==> config.mk <==
export PLATFORM = sky130hd
export DESIGN_NAME = tick_period_meter
export DESIGN_NICKNAME = d
export VERILOG_FILES = /design/src/rtl/tick_period_meter.sv
export SDC_FILE = /design/constraint.sdc
export NUM_CORES = 1
export LEC_CHECK = 0
export CORE_UTILIZATION = 55
export DETAILED_ROUTE_END_ITERATION = 8
export GPL_TIMING_DRIVEN = 0
export PLACE_DENSITY = 0.89
export SLEW_MARGIN = 10
export SYNTH_ARGS = -nofsm -noshare
export SYNTH_HDL_FRONTEND = slang
export SYNTH_SLANG_ARGS = --single-unit
==> constraint.sdc <==
create_clock -name clk_27 -period 2.7 [get_ports clk_27]
set_clock_uncertainty 0.05 [all_clocks]
set_input_delay 0.54 -clock clk_27 [delete_from_list [all_inputs] [get_ports clk_27]]
set_output_delay 0.54 -clock clk_27 [all_outputs]
set_load 0.05 [all_outputs]
==> src/rtl/tick_period_meter.sv <==
// Measures period and synchronised high time of a slow asynchronous tick, with stall timeout.
// Optional PERIOD_AVG_EN: publish the truncated average of every 4 measurements instead of each one.
module tick_period_meter #(
   parameter int CNT_W   = 25,
   parameter int TIMEOUT = 27000000
) (
   input  logic             clk_27,
   input  logic             rst,
   input  logic             sig_in,
   output logic [CNT_W-1:0] period,
   output logic [CNT_W-1:0] high_time,
   output logic             period_valid,
   output logic             locked,
   output logic             timeout
);

   typedef enum logic [1:0] {
      ARM  = 2'd0,
      MEAS = 2'd1,
      TMO  = 2'd2
   } state_t;

   localparam logic [CNT_W-1:0] TMO_LAST = CNT_W'(TIMEOUT - 1);

   state_t           state, state_d;
   logic             s1, s2, s3;
   logic             rise;
   logic [CNT_W-1:0] cnt, hi_cnt;
   logic [CNT_W-1:0] meas_p;
   logic             meas_done, tmo_hit, restart;

   always_ff @(posedge clk_27 or negedge rst) begin
      if (!rst) begin
         s1 <= 1'b0;
         s2 <= 1'b0;
         s3 <= 1'b0;
      end else begin
         s1 <= sig_in;
         s2 <= s1;
         s3 <= s2;
      end
   end

   assign rise   = s2 & ~s3;
   assign meas_p = cnt + CNT_W'(1);

   always_ff @(posedge clk_27 or negedge rst) begin
      if (!rst) state <= ARM;
      else      state <= state_d;
   end

   // A rise coinciding with the last allowed count is a valid measurement, not a timeout.
   always_comb begin
      state_d   = state;
      meas_done = 1'b0;
      tmo_hit   = 1'b0;
      restart   = 1'b0;
      case (state)
         ARM: begin
            if (rise) begin
               restart = 1'b1;
               state_d = MEAS;
            end
         end
         MEAS: begin
            if (rise) begin
               meas_done = 1'b1;
            end else if (cnt == TMO_LAST) begin
               tmo_hit = 1'b1;
               state_d = TMO;
            end
         end
         TMO: begin
            if (rise) begin
               restart = 1'b1;
               state_d = MEAS;
            end
         end
         default: state_d = ARM;
      endcase
   end

   // The rise cycle opens the next interval and s2 is high in it, so hi_cnt restarts at 1.
   always_ff @(posedge clk_27 or negedge rst) begin
      if (!rst) begin
         cnt    <= '0;
         hi_cnt <= '0;
      end else if (restart || meas_done) begin
         cnt    <= '0;
         hi_cnt <= CNT_W'(1);
      end else if (state == MEAS && !tmo_hit) begin
         cnt    <= cnt + CNT_W'(1);
         hi_cnt <= hi_cnt + CNT_W'(s2);
      end else begin
         cnt    <= '0;
         hi_cnt <= '0;
      end
   end

`ifdef PERIOD_AVG_EN
   logic [CNT_W+1:0] sum_p, sum_h, sum_p_nx, sum_h_nx;
   logic [1:0]       idx;

   assign sum_p_nx = sum_p + {2'b00, meas_p};
   assign sum_h_nx = sum_h + {2'b00, hi_cnt};

   always_ff @(posedge clk_27 or negedge rst) begin
      if (!rst) begin
         period       <= '0;
         high_time    <= '0;
         period_valid <= 1'b0;
         locked       <= 1'b0;
         timeout      <= 1'b0;
         sum_p        <= '0;
         sum_h        <= '0;
         idx          <= 2'd0;
      end else begin
         period_valid <= 1'b0;
         if (meas_done) begin
            if (idx == 2'd3) begin
               period       <= sum_p_nx[CNT_W+1:2];
               high_time    <= sum_h_nx[CNT_W+1:2];
               period_valid <= 1'b1;
               locked       <= 1'b1;
               sum_p        <= '0;
               sum_h        <= '0;
               idx          <= 2'd0;
            end else begin
               sum_p <= sum_p_nx;
               sum_h <= sum_h_nx;
               idx   <= idx + 2'd1;
            end
         end
         if (tmo_hit) begin
            period    <= '0;
            high_time <= '0;
            locked    <= 1'b0;
            timeout   <= 1'b1;
            sum_p     <= '0;
            sum_h     <= '0;
            idx       <= 2'd0;
         end
         if (restart) timeout <= 1'b0;
      end
   end
`else
   always_ff @(posedge clk_27 or negedge rst) begin
      if (!rst) begin
         period       <= '0;
         high_time    <= '0;
         period_valid <= 1'b0;
         locked       <= 1'b0;
         timeout      <= 1'b0;
      end else begin
         period_valid <= 1'b0;
         if (meas_done) begin
            period       <= meas_p;
            high_time    <= hi_cnt;
            period_valid <= 1'b1;
            locked       <= 1'b1;
         end
         if (tmo_hit) begin
            period    <= '0;
            high_time <= '0;
            locked    <= 1'b0;
            timeout   <= 1'b1;
         end
         if (restart) timeout <= 1'b0;
      end
   end
`endif

endmodule

==> results.md <==
- Status: finished, final reports clean
- Largest net degree at the start of global routing: 57
- CTS tree: done
- Highest clock rate: 412.2 MHz
- Sequential share of the synthesized area: 58.55%
- Top-Level Pins: 56
- Peak supply drop: 0.2914 mV
- Yosys warns: 0
- Max-cap violation count: 0
- Chip width: 93.61 µm
- First-pass iteration count of the detailed router: 5
- FFs w/ async S/R, synth: 100.0%
- NumNets Final: 538
- Worst skew pair latency: 0.38 ns
- Hold-fix buffers, CTS: 0
- R2r startpoint: cnt[0]
- Post-CTS sizing: 0
- Setup crit end: high_time[13]
- CTS sink cnt: 108
- FP Rows: 33
- Synth Area in Adders: 0.8132%
- Avg Inst Size Synth: 9.926 µm²
- Clk pwr share: 31.1%
- Number of buffers created by CTS: 9
- CP Capture Type: flop
- CP Data Required Time: 2.90 ns
- Max clock buf depth: 2
- Iter 0 DRT Violations: 252
- Multiplexer share of the synthesized area: 0%
- Least-Margin Pin Slew: 0.9922 ns
- Hold slack: 0.1589 ns
- Routed WL: 9847 µm
- Synth Area in Compound Gates: 6.777%
- Worst-path clk slew: 0.11 ns
- Die area: 8763 µm²
- Worst r2r path cells: 6
- Synth cell types: 35
- Fraction of layout cells with a size suffix above 1: 5.773%
- # DRC: 0
- # setup viols final: 0
- Area share of the largest cell type after synthesis: 58.55%
- R2R Setup Slk: 0.27 ns
- Area contributors post-synth: dfrtp_1 59%, nand2_1 7.7%, xor2_1 5.1%
- GRT overflow: 0
- Starting density of the core: 56.46%
- I/O Buffers: 55
- Post-Place Setup Slack: 0.1832 ns
- Detail Placement HPWL: 6884 µm
- CTS HTree Levels: 3
- First-pass GRT wire length: 16430 µm
- Diode count: 0
- Worst-path fanout max: 10
- Cell chosen for the clock root: clkbuf_8
- RSZ-0062 raised after global routing: no
- Crit start category: flop
- Setup_tns: 0 ns
- Chip height: 93.61 µm
- Synth Flop Type: dfrtp_1
- Gate Count Post-Synth: 465
- Most frequent cells in the layout: 108 x dfrtp_1, 95 x nand2_1, 61 x nor2_1, 54 x clkdlybuf4s50_1, 27 x xor2_1
- Final Hold Fails: 0
- Largest area contributor in the netlist: dfrtp_1
- Simple-gate portion of the synthesized area: 22.20%
- Main combinational cell family by area after synthesis: simple AND/OR/NAND/NOR gates
- Internal cell power: 0.002296 W
- Final Core Density: 67.75%
- Vias in the first global route: 3451
- Hold WC Path Type: input port to async pin
- Post-synth EDFFs: 0
- Critical path arrival: 2.63 ns
- Slew headroom: 33.24%
- Reg power frac: 54.1%
- Crit share post-route: 89.85%
- Crit Path Class: flop to flop
- Psw: 0.0009911 W
- Pleak: 2.357 nW
- Commonest non-fill, non-tap cell in the layout: dfrtp_1
- GPL Wtd Cong: 0.8951
- Synthesis-stage register bit count: 108
- Gr usage total: 24.28%
- Placed inst area: 5323 µm²
- Crit Reg-Reg Endpoint: high_time[13]
- Share of total power in combinational logic: 14.8%
- Fin. max-slew vios: 0
- Initial antenna violation count: 0
- Area of the core: 8175 µm²
- Syn Std Cell Area: 4616 µm²
- Design area: 5539 µm²
- CP startpoint: cnt[0]
- Post-CTS Setup Repair Bufs: 0
- Synthesized Nets: 471
- Area grow syn2layout: 20.01%
- PwrDens: 593.5 nW/µm²
- Detail Route Antenna Nets: 0
- Vias per std cell: 5.650
- XOR/XNOR share of the synthesized area: 8.729%
- Final worst slack: 0.2740 ns
- Sw Ratio: 30.15%
- Wire per inst: 15.34 µm
- Via count: 3627
- Crit path time final: 2.426 ns
-- stage by stage --
stage	std cells	power, W
floorplan	465	0.002103
global placement	625	0.002277
detailed placement	626	0.002292
CTS	642	0.003299
global route	642	0.003415
finish	642	0.003287
-- synthesized netlist by cell type, types with 6 or more instances --
| library cell | n |
|---|---|
| xor2_1 | 27 |
| buf_2 | 6 |
| clkbuf_1 | 10 |
| o21ai_0 | 25 |
| nand3_1 | 20 |
| and3_1 | 6 |
| nor3_1 | 7 |
| nand2_1 | 95 |
| o22ai_1 | 26 |
| nand4_1 | 18 |
| dfrtp_1 | 108 |
| xnor2_1 | 19 |
| nor2_1 | 61 |
-- cell families (layout without fill, tap and decap cells) --
family | Yosys count | after routing
adders and majority gates | 3 | 3
DFF | 108 | 108
xor gates and xnor gates | 46 | 46
AOI/OAI and AO/OA | 55 | 55
buffers and inverters | 28 | 100
and+or+nand+nor | 225 | 225
-- registers in the layout, indices dropped and copies added (netlist names) --
name	cells
period	25
s1	1
locked	1
hi_cnt	25
s2	1
timeout	1
state	2
period_valid	1
cnt	25
s3	1
high_time	25
-- worst min-delay path by stage --
stage            endpoint
3_5_place_dp           s2
2_1_floorplan      cnt[0]
3_3_place_gp           s2
6_report       period[14]
4_1_cts        period[14]
5_1_grt        period[14]
-- critical path: stages, from the launching register on --
cell and delay, ns:
dfrtp_1 0.42, ha_1 0.24, nand2_1 0.10, or4_4 0.54, nor4_4 0.42, clkbuf_1 0.36, o21ai_0 0.18
-- routing by layer --
layer  global-route usage, %  routed length [µm]  vias to the layer above
met3                   3.333                 483                       18
met1                   32.99                4299                     1777
met2                   39.52                4900                      123
li1                        -                   -                     1709
met5                       0                   0                        -
met4                   9.872                 164                        0
-- cell type report --
cell class | instances | area [µm²]
sequential | 108 | 2703
fill | 629 | 2636
multi-input combinational | 329 | 1787
timing repair buffer | 56 | 575.6
tap | 105 | 131.4
clock buffer | 9 | 123.9
buffer | 23 | 116.4
clock inverter | 7 | 83.83
inverter | 5 | 18.77
-- power groups by stage --
| stage | clock (W) | combinational, W | sequential, W |
|---|---|---|---|
| floorplan | 0 | 0.000176 | 0.00193 |
| global placement | 0 | 0.000473 | 0.00180 |
| detailed placement | 0 | 0.000487 | 0.00180 |
| CTS | 0.00103 | 0.000491 | 0.00178 |
| global route | 0.00109 | 0.000532 | 0.00179 |
| finish | 0.00102 | 0.000487 | 0.00178 |
Note: power is estimated with default switching activity, not from simulation.
